**src/rtl/gnr_sim_ctrl.sv**
```systemverilog
// Sequences a boolean-network node array: load, settle, step/check loop, streams {s1,s0} snapshots.
// Stops on a fixed point (two consecutive unchanged checks), the step limit, or abort.
module gnr_sim_ctrl #(
    parameter int NODES = 8,
    parameter int CNT_W = 16
) (
    input  logic               clk,
    input  logic               rst,
    input  logic               start,
    input  logic               abort,
    input  logic [NODES-1:0]   init_vec,
    input  logic [CNT_W-1:0]   max_steps,
    output logic               reset_nos,
    output logic [NODES-1:0]   init_state,
    output logic               start_s0,
    output logic               start_s1,
    input  logic [NODES-1:0]   node_s0,
    input  logic [NODES-1:0]   node_s1,
    output logic               snap_valid,
    input  logic               snap_ready,
    output logic [2*NODES-1:0] snap_data,
    output logic [CNT_W-1:0]   snap_step,
    output logic               busy,
    output logic               done,
    output logic               fixed_point,
    output logic [CNT_W-1:0]   steps
);

    typedef enum logic [2:0] {
        S_IDLE, S_LOAD, S_SETTLE, S_STEP, S_CHECK, S_DONE
    } state_t;

    state_t             state_q, state_d;
    logic [NODES-1:0]   init_q, init_d;
    logic [CNT_W-1:0]   max_q, max_d;
    logic [CNT_W-1:0]   steps_q, steps_d;
    logic               fixed_q, fixed_d;
    logic [1:0]         stable_q, stable_d;
    logic [2*NODES-1:0] prev_q, prev_d;
    logic               snap_vld_q, snap_vld_d;
    logic [2*NODES-1:0] snap_dat_q, snap_dat_d;
    logic [CNT_W-1:0]   snap_step_q, snap_step_d;
    logic               reset_nos_q, reset_nos_d;
    logic               strobe_q, strobe_d;
    logic               busy_q, busy_d;
    logic               done_q, done_d;
    logic [2*NODES-1:0] live;

    assign live = {node_s1, node_s0};

    always_comb begin
        state_d     = state_q;
        init_d      = init_q;
        max_d       = max_q;
        steps_d     = steps_q;
        fixed_d     = fixed_q;
        stable_d    = stable_q;
        prev_d      = prev_q;
        snap_vld_d  = snap_vld_q;
        snap_dat_d  = snap_dat_q;
        snap_step_d = snap_step_q;

        if (abort && state_q != S_IDLE) begin
            state_d    = S_IDLE;
            snap_vld_d = 1'b0;
        end else begin
            case (state_q)
                S_IDLE, S_DONE: begin
                    if (start) begin
                        init_d   = init_vec;
                        max_d    = max_steps;
                        steps_d  = '0;
                        fixed_d  = 1'b0;
                        stable_d = 2'd0;
                        state_d  = S_LOAD;
                    end
                end
                S_LOAD: state_d = S_SETTLE;
                S_SETTLE: begin
                    prev_d  = live;
                    state_d = (max_q == '0) ? S_DONE : S_STEP;
                end
                S_STEP: begin
                    steps_d = steps_q + CNT_W'(1);
                    state_d = S_CHECK;
                end
                S_CHECK: begin
                    // First CHECK cycle (valid still low) samples the post-step node vectors.
                    if (!snap_vld_q) begin
                        snap_vld_d  = 1'b1;
                        snap_dat_d  = live;
                        snap_step_d = steps_q;
                        prev_d      = live;
                        if (live == prev_q)
                            stable_d = (stable_q == 2'd2) ? 2'd2 : stable_q + 2'd1;
                        else
                            stable_d = 2'd0;
                    end else if (snap_ready) begin
                        snap_vld_d = 1'b0;
                        if (stable_q == 2'd2) begin
                            fixed_d = 1'b1;
                            state_d = S_DONE;
                        end else if (steps_q == max_q) begin
                            state_d = S_DONE;
                        end else begin
                            state_d = S_STEP;
                        end
                    end
                end
                default: state_d = S_IDLE;
            endcase
        end

        reset_nos_d = (state_d == S_LOAD);
        strobe_d    = (state_d == S_STEP);
        busy_d      = (state_d != S_IDLE) && (state_d != S_DONE);
        done_d      = (state_d == S_DONE);
    end

    always_ff @(posedge clk) begin
        if (rst) begin
            state_q     <= S_IDLE;
            init_q      <= '0;
            max_q       <= '0;
            steps_q     <= '0;
            fixed_q     <= 1'b0;
            stable_q    <= 2'd0;
            prev_q      <= '0;
            snap_vld_q  <= 1'b0;
            snap_dat_q  <= '0;
            snap_step_q <= '0;
            reset_nos_q <= 1'b0;
            strobe_q    <= 1'b0;
            busy_q      <= 1'b0;
            done_q      <= 1'b0;
        end else begin
            state_q     <= state_d;
            init_q      <= init_d;
            max_q       <= max_d;
            steps_q     <= steps_d;
            fixed_q     <= fixed_d;
            stable_q    <= stable_d;
            prev_q      <= prev_d;
            snap_vld_q  <= snap_vld_d;
            snap_dat_q  <= snap_dat_d;
            snap_step_q <= snap_step_d;
            reset_nos_q <= reset_nos_d;
            strobe_q    <= strobe_d;
            busy_q      <= busy_d;
            done_q      <= done_d;
        end
    end

    assign reset_nos   = reset_nos_q;
    assign init_state  = init_q;
    assign start_s0    = strobe_q;
    assign start_s1    = strobe_q;
    assign snap_valid  = snap_vld_q;
    assign snap_data   = snap_dat_q;
    assign snap_step   = snap_step_q;
    assign busy        = busy_q;
    assign done        = done_q;
    assign fixed_point = fixed_q;
    assign steps       = steps_q;

endmodule

```
**config.mk**
```make
export PLATFORM = sky130hd
export DESIGN_NAME = gnr_sim_ctrl
export DESIGN_NICKNAME = d
export VERILOG_FILES = /design/src/rtl/gnr_sim_ctrl.sv
export SDC_FILE = /design/constraint.sdc
export NUM_CORES = 1
export LEC_CHECK = 0
export BUFFER_PORTS_ARGS = -buffer_cell sky130_fd_sc_hd__buf_2
export CAP_MARGIN = 20
export CORE_MARGIN = 1.5
export CORE_UTILIZATION = 57
export DETAILED_ROUTE_END_ITERATION = 6
export PLACE_DENSITY = 0.93
export SKIP_LAST_GASP = 1
export SLEW_MARGIN = 20
export SYNTH_ARGS = -nofsm -noshare
export SYNTH_HDL_FRONTEND = slang
export SYNTH_SLANG_ARGS = --single-unit
export TNS_END_PERCENT = 30
```
**constraint.sdc**
```tcl
create_clock -name clk -period 4.5 [get_ports clk]
set_input_delay 0.45 -clock clk [delete_from_list [all_inputs] [get_ports clk]]
set_output_delay 0.45 -clock clk [all_outputs]
set_load 0.03 [all_outputs]
```
Word level (Yosys, flattened, before mapping)
Cells that the tools add are included.
- bitwise gates (word level): 2
- add/sub/neg operators: 2
- muxes and demuxes: 24
- equality and inequality tests: 17
- reduce and logical (&&, ||, !) cells: 17
- operator list (operator ; count):
    $pmux W16 S2 ; 2
    $eq A16 B16 Y1 ; 2
    $mux W16 ; 2
    $mux W3 ; 7
    $add A16 B1 Y16 const B ; 1
    $logic_not A16 Y1 ; 1
    $pmux W3 S5 ; 1
    $reduce_and A3 Y1 ; 4
    $ne A2 B2 Y1 const B ; 5
    $eq A3 B2 Y1 const B ; 3
    $eq A3 B3 Y1 const B ; 3
    $mux W2 ; 4
    $eq A3 B1 Y1 const B ; 2
    $mux W1 ; 6
    $reduce_and A6 Y1 ; 1
    $reduce_bool A2 Y1 ; 3
    $reduce_bool A3 Y1 ; 2
    $pmux W2 S2 ; 1
    $reduce_and A4 Y1 ; 1
    $reduce_or A2 Y1 ; 2
    $logic_not A3 Y1 ; 1
    $ne A3 B3 Y1 const B ; 1
    $add A2 B1 Y2 const B ; 1
    $eq A2 B2 Y1 const B ; 1
    other kinds (3) ; 5
- register bits after elaboration: 99
- bits of input ports: 45

Depth between registers and ports, before layout
- word-level depth: 9
- gate-level depth with buffers: 8
- gate-level depth less buffers: 7

Least setup slack after synthesis
Ideal clock, no wire load.
- path kind: register -> register
- from: reg steps_q[2] (netlist: steps[2])
- to: reg busy_q (netlist: busy)
- slack: 2.685 ns
- data required time: 4.426 ns
- arrival: 1.741 ns
- cell stages (with the launch flop): 8
- period minus slack after synthesis: 1.815 ns
- setup time: 0.074 ns
- path through: dfxtp_1 buf_2 xnor2_1 nand4_1 nor4_1 a211o_1 o21ai_0 a31oi_1
- longest elaborated chain between the ends: 9
- elaborated cells between the ends (all ways): 10
- classes of those cells: eq/ne (2); mux (6); reduce/logical (2)
- RTL lines (item ; line ; text):
    from (decl) ; 36 ; logic [CNT_W-1:0] steps_q, steps_d;
    from (signal assigned) ; 140 ; steps_q <= steps_d;
    $eq A16 B16 Y1 (*) ; 103 ; end else if (steps_q == max_q) begin
    $mux W3 (*) ; 103 ;
    $mux W3 (*) ; 100 ; if (stable_q == 2'd2) begin
    $mux W3 (*) ; 98 ; end else if (snap_ready) begin
    $mux W3 (*) ; 89 ; if (!snap_vld_q) begin
    $pmux W3 S5 (*) ; 67 ; case (state_q)
    $mux W3 (*) ; 63 ; if (abort && state_q != S_IDLE) begin
    $ne A3 B3 Y1 / $reduce_bool A3 Y1 (equally long branches) ; 116 ; busy_d = (state_d != S_IDLE) && (state_d != S_DONE);
    $logic_and A1 B1 Y1 (*) ; 116 ;
    to (signal assigned) ; 149 ; busy_q <= busy_d;
    to (decl) ; 45 ; logic busy_q, busy_d;
Every way passes the cells marked *; elsewhere a longest branch is shown, timed or not.
A chain may end at the register's enable or synchronous reset.

Worst setup path in the final report
- from: reg state_q[0]
- to: reg steps_q[4] (netlist: steps[4])
- longest elaborated chain between the ends: 4
- elaborated cells between the ends (all ways): 11
- classes of those cells: eq/ne (3); mux (1); bitwise (1); reduce/logical (6)
- RTL lines (item ; line ; text):
    from (decl) ; 33 ; state_t state_q, state_d;
    from (signal assigned) ; 137 ; state_q <= state_d;
    $eq A3 B3 Y1 (tied with other cells) ; 67 ;
    $reduce_or A2 Y1 / $logic_and A1 B1 Y1 (equally long branches) ; 67, 63 ;
    $ne A2 B2 Y1 (no line) (tied with other cells) ; - ;
    $reduce_and A3 Y1 (no line) ; - ;
Several ways; a longest one is shown, not always the timed one.

==> results.txt <==
Skew-Pair Late Insertion Delay: 370 ps
Placed insts: 681
Final Setup Violations: 0
Worst Hold Endpoint: init_state[7]
DRT Wirelength: 10100 um
TritonCTS buffer count: 9
Drt initial violations: 250
CTS Buffer Depth: 2
Min-Delay Path Class: input port to register
Peak supply drop: 0.170 mV
Count of flip-flops with a built-in enable after synthesis: 0
Slack of the worst reg-to-reg path: 1830 ps
Arrival time worst endpoint: 2890 ps
Post-Syn Nets: 552
Syn Inst Count: 504
P per Cell Area: 342 nW/um^2
RSZ-0062 raised after global routing: false
Avg Inst Size Synth: 8.46 um^2
Combinational power share: 0.145
Dpl hpwl: 7170 um
Critical Path Sink Type: register
Leak: 2.15 nW
TritonCTS clock tree: built
CTS H-tree lvls: 3
Worst setup margin: 1830 ps
Share of cells above drive strength 1: 0.231
IO Port Bufs: 107
Most frequent cells in the layout: nand2_1, buf_2, dfxtp_1
Dpl ws: 1850 ps
Netlist cell types: 44
Max Cap Violations: 0
GRT Total Usage: 0.258
Via count: 3870
Switch share: 0.292
CTS root buffer: clkbuf_8
NetSw: 0.000495 W
Vias in the first global route: 3447
Largest net degree at the start of global routing: 51
Worst flop-to-flop path endpoint: steps[4]
Ant diodes: 0
Flop pwr share: 0.556
Initial antenna violation count: 0
Clk_skew: 12.1 ps
Hold path depth: 3
Post CTS Setup Buffer Count: 0
Run status: completed
Slew Viols, Final: 0
Clock sinks: 99
Min Clock Period, post-route: 2670 ps
Die height: 89.5 um
Fin crit share: 0.592
DR WL/cell: 14.5 um
DRC violations left: 0
Via/cell ratio: 5.55
Ys flop type: dfxtp_1
Antenna Violating Nets Remaining: 0
Global-route wire length before repair: 15800 um
FP Rows: 31
Layout fillers: 567
Pre-Repair DR Iteration Count: 5
NumNets Final: 642
Clk slew on worst S/H paths: 100 ps
Gpl congestion: 0.880
Final core occ: 0.682
Fin Hold WS: 312 ps
CP Launch Type: register
Asr flop ratio synth: 0
Clock share of power: 0.299
Synth Warn #: 0
I/O pins: 108
Most common cell after layout, fill and taps aside: nand2_1
Reg2Reg Launch Point: state_q[0]
Internal power: 0.00120 W
Starting density of the core: 0.588
Fin. Hold Viols: 0
Die area: 8010 um^2
WS Path Type: register to register
Critical Path Fanout Max: 26
Core ar.: 7250 um^2
Slew @ Worst Pin: 1100 ps
Achievable Freq: 0.375 GHz
Seq/Total Area, Yosys: 0.465
Cell area after synthesis: 4260 um^2
CP required: 4730 ps
R2r worst-path depth: 6
GRT Residual Overflow: 0
Die W: 89.5 um
Post-CTS sizing: 0
Final std cells w/o fill: 697
Hold path start: init_vec[7]
Setup TNS: 0 ps
CTS Hold Bufs: 0
Slew headroom: 0.270
Number of synthesized register bits: 99
Area growth, synth to finish: 16.1%
[synthesized netlist by cell type (2+ instances only)]
cell type  count  share of area
a21oi_1       65          0.076
a22oi_1        2         0.0035
a31oi_1        2         0.0029
and2_1         3         0.0044
and3_1         3         0.0044
buf_2          6         0.0070
buf_4          4         0.0070
buf_6          5          0.013
clkbuf_1      15          0.013
dfxtp_1       99           0.46
ha_1           3         0.0088
inv_1          8         0.0070
mux2i_1       16          0.038
nand2_1      121           0.11
nand2b_1       3         0.0044
nand3_1        4         0.0047
nand4_1       10          0.015
nor2_1        40          0.035
nor2b_1        3         0.0044
nor3_1         5         0.0059
nor3b_1        2         0.0035
nor4_1         9          0.013
o2111ai_4      2          0.012
o21a_1         2         0.0035
o21ai_0        7         0.0082
o21ai_2        2         0.0041
or2_2          2         0.0029
or3_1          5         0.0073
xnor2_1       21          0.043
xor2_1        21          0.043
[logic make-up (layout without fill, tap and decap cells)]
| kind of cell | Yosys count | after routing | share of synthesized area |
|---|---|---|---|
| xor gates and xnor gates | 42 | 42 | 0.0863 |
| AOI/OAI and AO/OA | 89 | 89 | 0.129 |
| DFF | 99 | 99 | 0.465 |
| buffers and inverters | 38 | 132 | 0.0475 |
| adders and majority gates | 3 | 3 | 0.00880 |
| muxes | 16 | 16 | 0.0376 |
| and+or+nand+nor | 217 | 217 | 0.227 |
[layout make-up]
| type | instances | area [um^2] | share of cell area |
|---|---|---|---|
| clock inverter | 6 | 42.5 | 0.00860 |
| multi-input combinational | 367 | 2090 | 0.422 |
| sequential | 99 | 1980 | 0.401 |
| inverter | 8 | 30.0 | 0.00607 |
| timing repair buffer | 109 | 558 | 0.113 |
| tap | 99 | 124 | 0.0250 |
| clock buffer | 9 | 124 | 0.0250 |
[flip-flops by register name, indices dropped and copies added (netlist names)]
name,cells
busy,1
done,1
fixed_point,1
init_state,8
max_q,16
prev_q,16
reset_nos,1
snap_data,16
snap_step,16
snap_valid,1
stable_q,2
start_s0,1
state_q,3
steps,16
[per-layer routing]
layer  share of wire  global-route usage
met5               0                   0
met4           0.023               0.130
met3           0.059              0.0489
met2            0.51               0.437
met1            0.41               0.312
[power by group through the flow]
stage               logic (W)  registers (W)  clock network (W)
global placement     0.000231       0.000958                  0
global route         0.000268       0.000946           0.000551
finish               0.000246       0.000941           0.000506
CTS                  0.000243       0.000940           0.000512
floorplan            0.000161       0.000975                  0
detailed placement   0.000242       0.000960                  0
[metrics by stage]
| step | instance area, um^2 | total power [W] |
|---|---|---|
| after floorplan | 4260 | 0.00114 |
| after global placement | 4760 | 0.00119 |
| after detailed placement | 4760 | 0.00120 |
| after CTS | 4930 | 0.00170 |
| after global routing | 4950 | 0.00176 |
| final | 4950 | 0.00169 |
[worst max-delay path, cell delays in order, from the launching register on]
cell,delay [ps]
dfxtp_1,600
nor2_1,170
o21ai_2,880
nand2_1,360
nand4_1,230
xor2_1,210
nor2_1,80
[worst max-delay path by stage]
stage	start	end	slack (ps)	cells past startpoint
2_1_floorplan	steps[2]	busy	2680	7
3_3_place_gp	abort	steps[9]	1990	5
3_5_place_dp	abort	steps[11]	1850	5
4_1_cts	state_q[0]	steps[4]	1940	6
5_1_grt	state_q[0]	steps[11]	1700	4
6_report	state_q[0]	steps[4]	1830	6
(Power assumes the default switching activity.)
